$ cat src/rtl/fifo_pkg.sv
`default_nettype none
// ============================================================================
// Module   : fifo_pkg
// Purpose  : Shared defaults and Gray-code helpers for the async FIFO
//            controllers. The write and read controllers both use these.
// Contents : c_ADDR_W_DEF, c_DATA_W_DEF, bin2gray(), gray2bin()
// Revision : 1.0 - initial release
// ============================================================================
package fifo_pkg;

    localparam int c_ADDR_W_DEF = 4;
    localparam int c_DATA_W_DEF = 4;

    // The helpers work on 32-bit words so that one function serves every
    // pointer width. Callers zero-extend on the way in and truncate on the
    // way out. Zero upper bits pass through both conversions unchanged.
    function automatic logic [31:0] bin2gray(input logic [31:0] i_bin);
        return i_bin ^ (i_bin >> 1);
    endfunction

    function automatic logic [31:0] gray2bin(input logic [31:0] i_gray);
        logic [31:0] w_bin;
        w_bin[31] = i_gray[31];
        for (int i = 30; i >= 0; i--) begin
            w_bin[i] = w_bin[i+1] ^ i_gray[i];
        end
        return w_bin;
    endfunction

endpackage : fifo_pkg
`default_nettype wire

$ cat src/rtl/sync_ff.sv
`default_nettype none
// ============================================================================
// Module   : sync_ff
// Purpose  : STAGES-deep, WIDTH-bit flop synchroniser with a synchronous
//            clear. It is intended for Gray-coded pointers, where only one
//            bit changes at a time. STAGES must be at least 2.
// Ports    : clk  - destination-domain clock
//            rst  - synchronous active-high clear
//            i_d  - asynchronous input bus
//            o_q  - synchronised output (last stage)
// Revision : 1.0 - initial release
// ============================================================================
module sync_ff #(
    parameter int STAGES = 2,
    parameter int WIDTH  = 5
) (
    input  logic             clk,
    input  logic             rst,
    input  logic [WIDTH-1:0] i_d,
    output logic [WIDTH-1:0] o_q
);

    // Stage 0 captures the raw input. No logic sits in front of it, so the
    // metastability window stays confined to a single flop.
    logic [STAGES-1:0][WIDTH-1:0] r_sync;

    always_ff @(posedge clk) begin
        if (rst) begin
            r_sync <= '0;
        end else begin
            r_sync[0] <= i_d;
            for (int i = 1; i < STAGES; i++) begin
                r_sync[i] <= r_sync[i-1];
            end
        end
    end

    assign o_q = r_sync[STAGES-1];

endmodule : sync_ff
`default_nettype wire

$ cat src/rtl/fifo_wr_ctrl.sv
`default_nettype none
// ============================================================================
// Module   : fifo_wr_ctrl
// Purpose  : Write-side controller of the async FIFO (clk_a domain). It
//            accepts pushes and drives the memory write port. It also keeps
//            the binary and Gray write pointers, synchronises the read Gray
//            pointer, and derives full, almost-full, level and overflow.
// Ports    : clk_a, rst_i         - write clock, sync active-high reset
//            wr_en_i, wr_data_i   - push request and data
//            rd_ptr_gray_i        - read Gray pointer from clk_b (async)
//            mem_wr_en_o, wr_ptr,
//            mem_wr_data_o        - memory write port
//            wr_ptr_gray_o        - registered write Gray pointer to clk_b
//            full_o, almost_full_o, level_o, overflow_o - status
// Revision : 1.0 - initial release
// ============================================================================
module fifo_wr_ctrl
    import fifo_pkg::*;
#(
    parameter int ADDR_W      = c_ADDR_W_DEF,
    parameter int DATA_W      = c_DATA_W_DEF,
    parameter int AFULL_TH    = 14,
    parameter int SYNC_STAGES = 2
) (
    input  logic              clk_a,
    input  logic              rst_i,
    input  logic              wr_en_i,
    input  logic [DATA_W-1:0] wr_data_i,
    input  logic [ADDR_W:0]   rd_ptr_gray_i,
    output logic              mem_wr_en_o,
    output logic [ADDR_W-1:0] wr_ptr,
    output logic [DATA_W-1:0] mem_wr_data_o,
    output logic [ADDR_W:0]   wr_ptr_gray_o,
    output logic              full_o,
    output logic              almost_full_o,
    output logic [ADDR_W:0]   level_o,
    output logic              overflow_o
);

    localparam int            c_PW       = ADDR_W + 1;
    localparam logic [ADDR_W:0] c_AFULL_TH = AFULL_TH[ADDR_W:0];

    logic [ADDR_W:0] r_wr_bin;
    logic [ADDR_W:0] w_wr_bin_next;
    logic [ADDR_W:0] w_wr_gray_next;
    logic [ADDR_W:0] w_rq_sync;
    logic [ADDR_W:0] w_rq_bin;
    logic [ADDR_W:0] w_level_next;
    logic            w_full_next;
    logic            w_push;

    sync_ff #(
        .STAGES (SYNC_STAGES),
        .WIDTH  (c_PW)
    ) u_rq_sync (
        .clk (clk_a),
        .rst (rst_i),
        .i_d (rd_ptr_gray_i),
        .o_q (w_rq_sync)
    );

    // Reset gates the memory strobe. A push that coincides with reset must
    // not land in memory, because the pointer it would have advanced is
    // being discarded.
    assign w_push        = wr_en_i && !full_o && !rst_i;
    assign mem_wr_en_o   = w_push;
    assign mem_wr_data_o = wr_data_i;

    assign w_wr_bin_next  = r_wr_bin + {{ADDR_W{1'b0}}, w_push};
    assign w_wr_gray_next = c_PW'(bin2gray(32'(w_wr_bin_next)));
    assign w_rq_bin       = c_PW'(gray2bin(32'(w_rq_sync)));

    // Full when the write pointer is one lap ahead of the read pointer. In
    // Gray code that means the top two bits are inverted and the rest equal.
    assign w_full_next  = (w_wr_gray_next ==
                           {~w_rq_sync[ADDR_W:ADDR_W-1], w_rq_sync[ADDR_W-2:0]});

    // The read pointer is stale by the synchroniser latency. The level
    // therefore over-counts and never under-counts, which is the safe side.
    assign w_level_next = w_wr_bin_next - w_rq_bin;

    always_ff @(posedge clk_a) begin
        if (rst_i) begin
            r_wr_bin      <= '0;
            wr_ptr        <= '0;
            wr_ptr_gray_o <= '0;
            full_o        <= 1'b0;
            almost_full_o <= 1'b0;
            level_o       <= '0;
            overflow_o    <= 1'b0;
        end else begin
            r_wr_bin      <= w_wr_bin_next;
            wr_ptr        <= w_wr_bin_next[ADDR_W-1:0];
            wr_ptr_gray_o <= w_wr_gray_next;
            full_o        <= w_full_next;
            almost_full_o <= (w_level_next >= c_AFULL_TH);
            level_o       <= w_level_next;
            if (wr_en_i && full_o) begin
                overflow_o <= 1'b1;
            end
        end
    end

endmodule : fifo_wr_ctrl
`default_nettype wire

$ cat config.mk
export PLATFORM = sky130hd
export DESIGN_NAME = fifo_wr_ctrl
export DESIGN_NICKNAME = d
export VERILOG_FILES = /design/src/rtl/fifo_pkg.sv /design/src/rtl/sync_ff.sv /design/src/rtl/fifo_wr_ctrl.sv
export SDC_FILE = /design/constraint.sdc
export NUM_CORES = 1
export LEC_CHECK = 0
export CAP_MARGIN = 40
export CORE_MARGIN = 2
export CORE_UTILIZATION = 49
export CTS_CLUSTER_DIAMETER = 40
export DETAILED_ROUTE_END_ITERATION = 16
export GPL_TIMING_DRIVEN = 0
export PLACE_DENSITY = 0.94
export REMOVE_ABC_BUFFERS = 1
export SLEW_MARGIN = 30
export SYNTH_ARGS = -nofsm -noshare
export SYNTH_HDL_FRONTEND = slang
export SYNTH_SLANG_ARGS = --single-unit
$ cat constraint.sdc
create_clock -name clk_a -period 5.05 [get_ports clk_a]
set_input_delay 0.505 -clock clk_a [delete_from_list [all_inputs] [get_ports clk_a]]
set_output_delay 0.505 -clock clk_a [all_outputs]
set_load 0.03 [all_outputs]
==> key figures <==
Logic synthesis
  – Post-Syn Area: 1140 sq um
  – Post-synthesis sequential area ratio: 47.42%
  – Synth area leaders: dfxtp_1 47%, ha_1 7.7%, nor2b_1 7.1%
  – Mux contribution to synthesized area: 0%
  – Share of the synthesized area in the top cell type: 47.42%
  – Main combinational cell family by area after synthesis: simple AND/OR/NAND/NOR gates
  – Library cells used by synthesis: 27
  – #FFs+latches synth: 27
  – Synth Area in Compound Gates: 3.513%
  – Dominant cell type by area after synthesis: dfxtp_1
  – Cells after Synth: 108
  – Syn_area_per_cell: 10.55 sq um
  – Synth Area in XOR/XNOR: 16.90%
  – Synth Area in Adders: 9.440%
  – Post-synthesis simple-gate area fraction: 17.45%
  – YS warnings: 0

Power and ir drop
  – LEAKAGE: 0.5664 nW
  – Psw: 0.0001228 W
  – Logic gate share of total power: 25.3%
  – Sequential share of power: 54.0%
  – Sw Share: 28.34%
  – Clock power frac: 20.7%
  – Pint: 0.0003104 W
  – Peak supply drop: 0.2090 mV
  – PwrDens: 308.3 nW/um^2

Global routing
  – Met1 usage: 17.73%
  – Initial antenna violation count: 0
  – Met3 usage: 3.429%
  – Grt total ovfl: 0
  – GR Layer Usage met2: 25.11%
  – Overall Global Routing Usage: 14.94%
  – Vias in the first global route: 724
  – Largest net degree at the start of global routing: 29
  – GRT Max-Usage Layer: met2
  – First-pass GRT wire length: 2.994 mm

Route
  – Total wire length: 1.780 mm
  – Vias: 756
  – DRT antenna net count: 0
  – Drt first pass iters: 4
  – Drt drc: 0
  – Routed len/inst: 11.27 microns
  – Via density: 4.785
  – Initial DRC Count: 4

Worst setup path
  – Worst flop-to-flop path endpoint: almost_full_o
  – Worst Reg2Reg Path Length in Cells: 10
  – Worst EP arrival: 3.11 ns
  – Worst R2R Start: u_rq_sync.o_q[4]
  – CP Launch Type: primary input
  – WS Path Type: primary input to flip-flop
  – Reg-to-reg slack, setup: 2.28 ns
  – Highest net fanout along the worst path: 8
  – Crit path capture type: flip-flop
  – Worst path required time: 5.26 ns

Clock tree
  – Later-pin clock latency in the skew report: 0.32 ns
  – CTS H-tree depth: 1
  – # resized after CTS: 0
  – Total CTS buffers: 3
  – CTS max path bufs: 2
  – Clock sink count: 27
  – Root buf cell: clkbuf_4
  – Hold-fix buffers, CTS: 0
  – Clk slew on worst S/H paths: 0.14 ns
  – CTS tree: built
  – Setup repair bufs after CTS: 0

Min path
  – Worst hold path cell count: 1
  – HP Start: u_rq_sync.r_sync[2]
  – Hold Path Sink: u_rq_sync.o_q[2]
  – Worst Hold Class: flip-flop to flip-flop

Placed design
  – Buffers on Ports: 25
  – RD Place Congestion: 0.7385
  – DP HPWL: 1.382 mm

Die
  – DIE HEIGHT: 52.23 microns
  – Die area: 2728 sq um
  – Core area: 2212 sq um
  – Initial Util: 51.53%
  – Io pins: 34
  – Rows: 17
  – Die width: 52.23 microns

STA
  – Final setup skew: 0.008190 ns
  – Fin. max-slew vios: 0
  – Final min period: 2.897 ns
  – Post-route setup TNS: 0 ns
  – Setup violations, final: 0
  – Tcrit/Tclk final: 57.36%
  – Max-slew headroom: 69.98%
  – RSZ-0062 raised after global routing: no
  – Max Freq: 0.3452 GHz
  – Tightest Pin Transition: 0.4500 ns
  – Final hold violation count: 0
  – Fin Hold WS: 0.4587 ns

Final layout
  – Diode count: 0
  – Final core occ: 63.52%
  – Fin nets: 151
  – Layout cells sized above 1: 4.615%
  – Area grow syn2layout: 23.27%

Job
  – Max-cap viol count: 0

Status
  – Status: completed
[layer usage]
layer	part of all wire [%]	up-vias	routed length (microns)
li1	-	384	-
met1	43	346	757
met2	51	22	900
met3	4.9	4	87
met4	1.9	0	34
met5	0	-	0
[state kept, by name (all words and copies together) (netlist names)]
| name | flops |
|---|---|
| u_rq_sync.o_q | 5 |
| level_o | 5 |
| wr_ptr_gray_o | 5 |
| overflow_o | 1 |
| almost_full_o | 1 |
| r_wr_bin | 1 |
| wr_ptr | 3 |
| u_rq_sync.r_sync | 5 |
| full_o | 1 |
[cell usage after synthesis (all sizes together)]
master and count:
o21ai 1, and3 1, nor2b 13, a21oi 2
xor2 7, nand2 1, or3 1, nand4b 1
xnor2 9, o211ai 1, buf 4, nor3b 1
nand2b 1, ha 7, nor3 1, dfxtp 27
or4 1, a211o 1, nand3 2, a221oi 1
inv 5, nor2 13, and2 1, xnor3 2
fa 1, clkbuf 3
[critical path: stages]
cell,delay [ns]
clkdlybuf4s50_1,0.48
nor3b_1,0.27
ha_1,0.22
ha_1,0.20
xor2_2,0.40
ha_1,0.34
a221oi_1,0.36
xor2_1,0.22
o211ai_1,0.11
[cell families after synthesis]
family,count (synthesis)
adders and majority gates,8
DFF,27
buffers and inverters,12
AOI/OAI and AO/OA,6
xor gates and xnor gates,18
and+or+nand+nor,37
[worst max path at each step]
| stage | startpoint | to | slack, ns |
|---|---|---|---|
| after floorplan | rst_i | almost_full_o | 1.86 |
| after global placement | rst_i | almost_full_o | 1.25 |
| after detailed placement | rst_i | almost_full_o | 1.24 |
| after CTS | rst_i | almost_full_o | 1.56 |
| after global routing | wr_en_i | almost_full_o | 1.94 |
| final | wr_en_i | almost_full_o | 2.15 |
[stage by stage]
step / total power (W) / cells / worst slack [ns] / cell area (sq um)
floorplan: 0.0003093 / 101 / 1.862 / 1099
global placement: 0.0003470 / 154 / 1.254 / 1384
detailed placement: 0.0003498 / 154 / 1.237 / 1384
CTS: 0.0004369 / 158 / 1.563 / 1410
global route: 0.0004559 / 158 / 1.945 / 1405
finish: 0.0004332 / 158 / 2.153 / 1405
[power groups by stage]
stage | Sequential (W) | Clock (W) | Combinational, W
2_1_floorplan | 0.000264 | 0 | 0.0000455
3_3_place_gp | 0.000239 | 0 | 0.000108
3_5_place_dp | 0.000239 | 0 | 0.000111
4_1_cts | 0.000234 | 0.0000916 | 0.000111
5_1_grt | 0.000236 | 0.000102 | 0.000118
6_report | 0.000234 | 0.0000896 | 0.000110
[final cells by class]
cell class | instances | area, sq um
multi-input cells | 69 | 539.3
fillers | 181 | 807.0
clock buffers | 4 | 26.28
flip-flops and latches | 27 | 540.5
repair buffers | 25 | 245.2
inverters | 5 | 18.77
well taps | 28 | 35.03
[layout by cell type (no fill, tap or decap), types with 3 or more instances in the layout]
| cell type | instances |
|---|---|
| clkbuf_4 | 3 |
| clkdlybuf4s50_1 | 24 |
| dfxtp_1 | 27 |
| ha_1 | 7 |
| inv_1 | 5 |
| nor2_1 | 13 |
| nor2b_1 | 13 |
| xnor2_1 | 9 |
| xor2_1 | 6 |
Note: power is estimated with default switching activity, not from simulation.
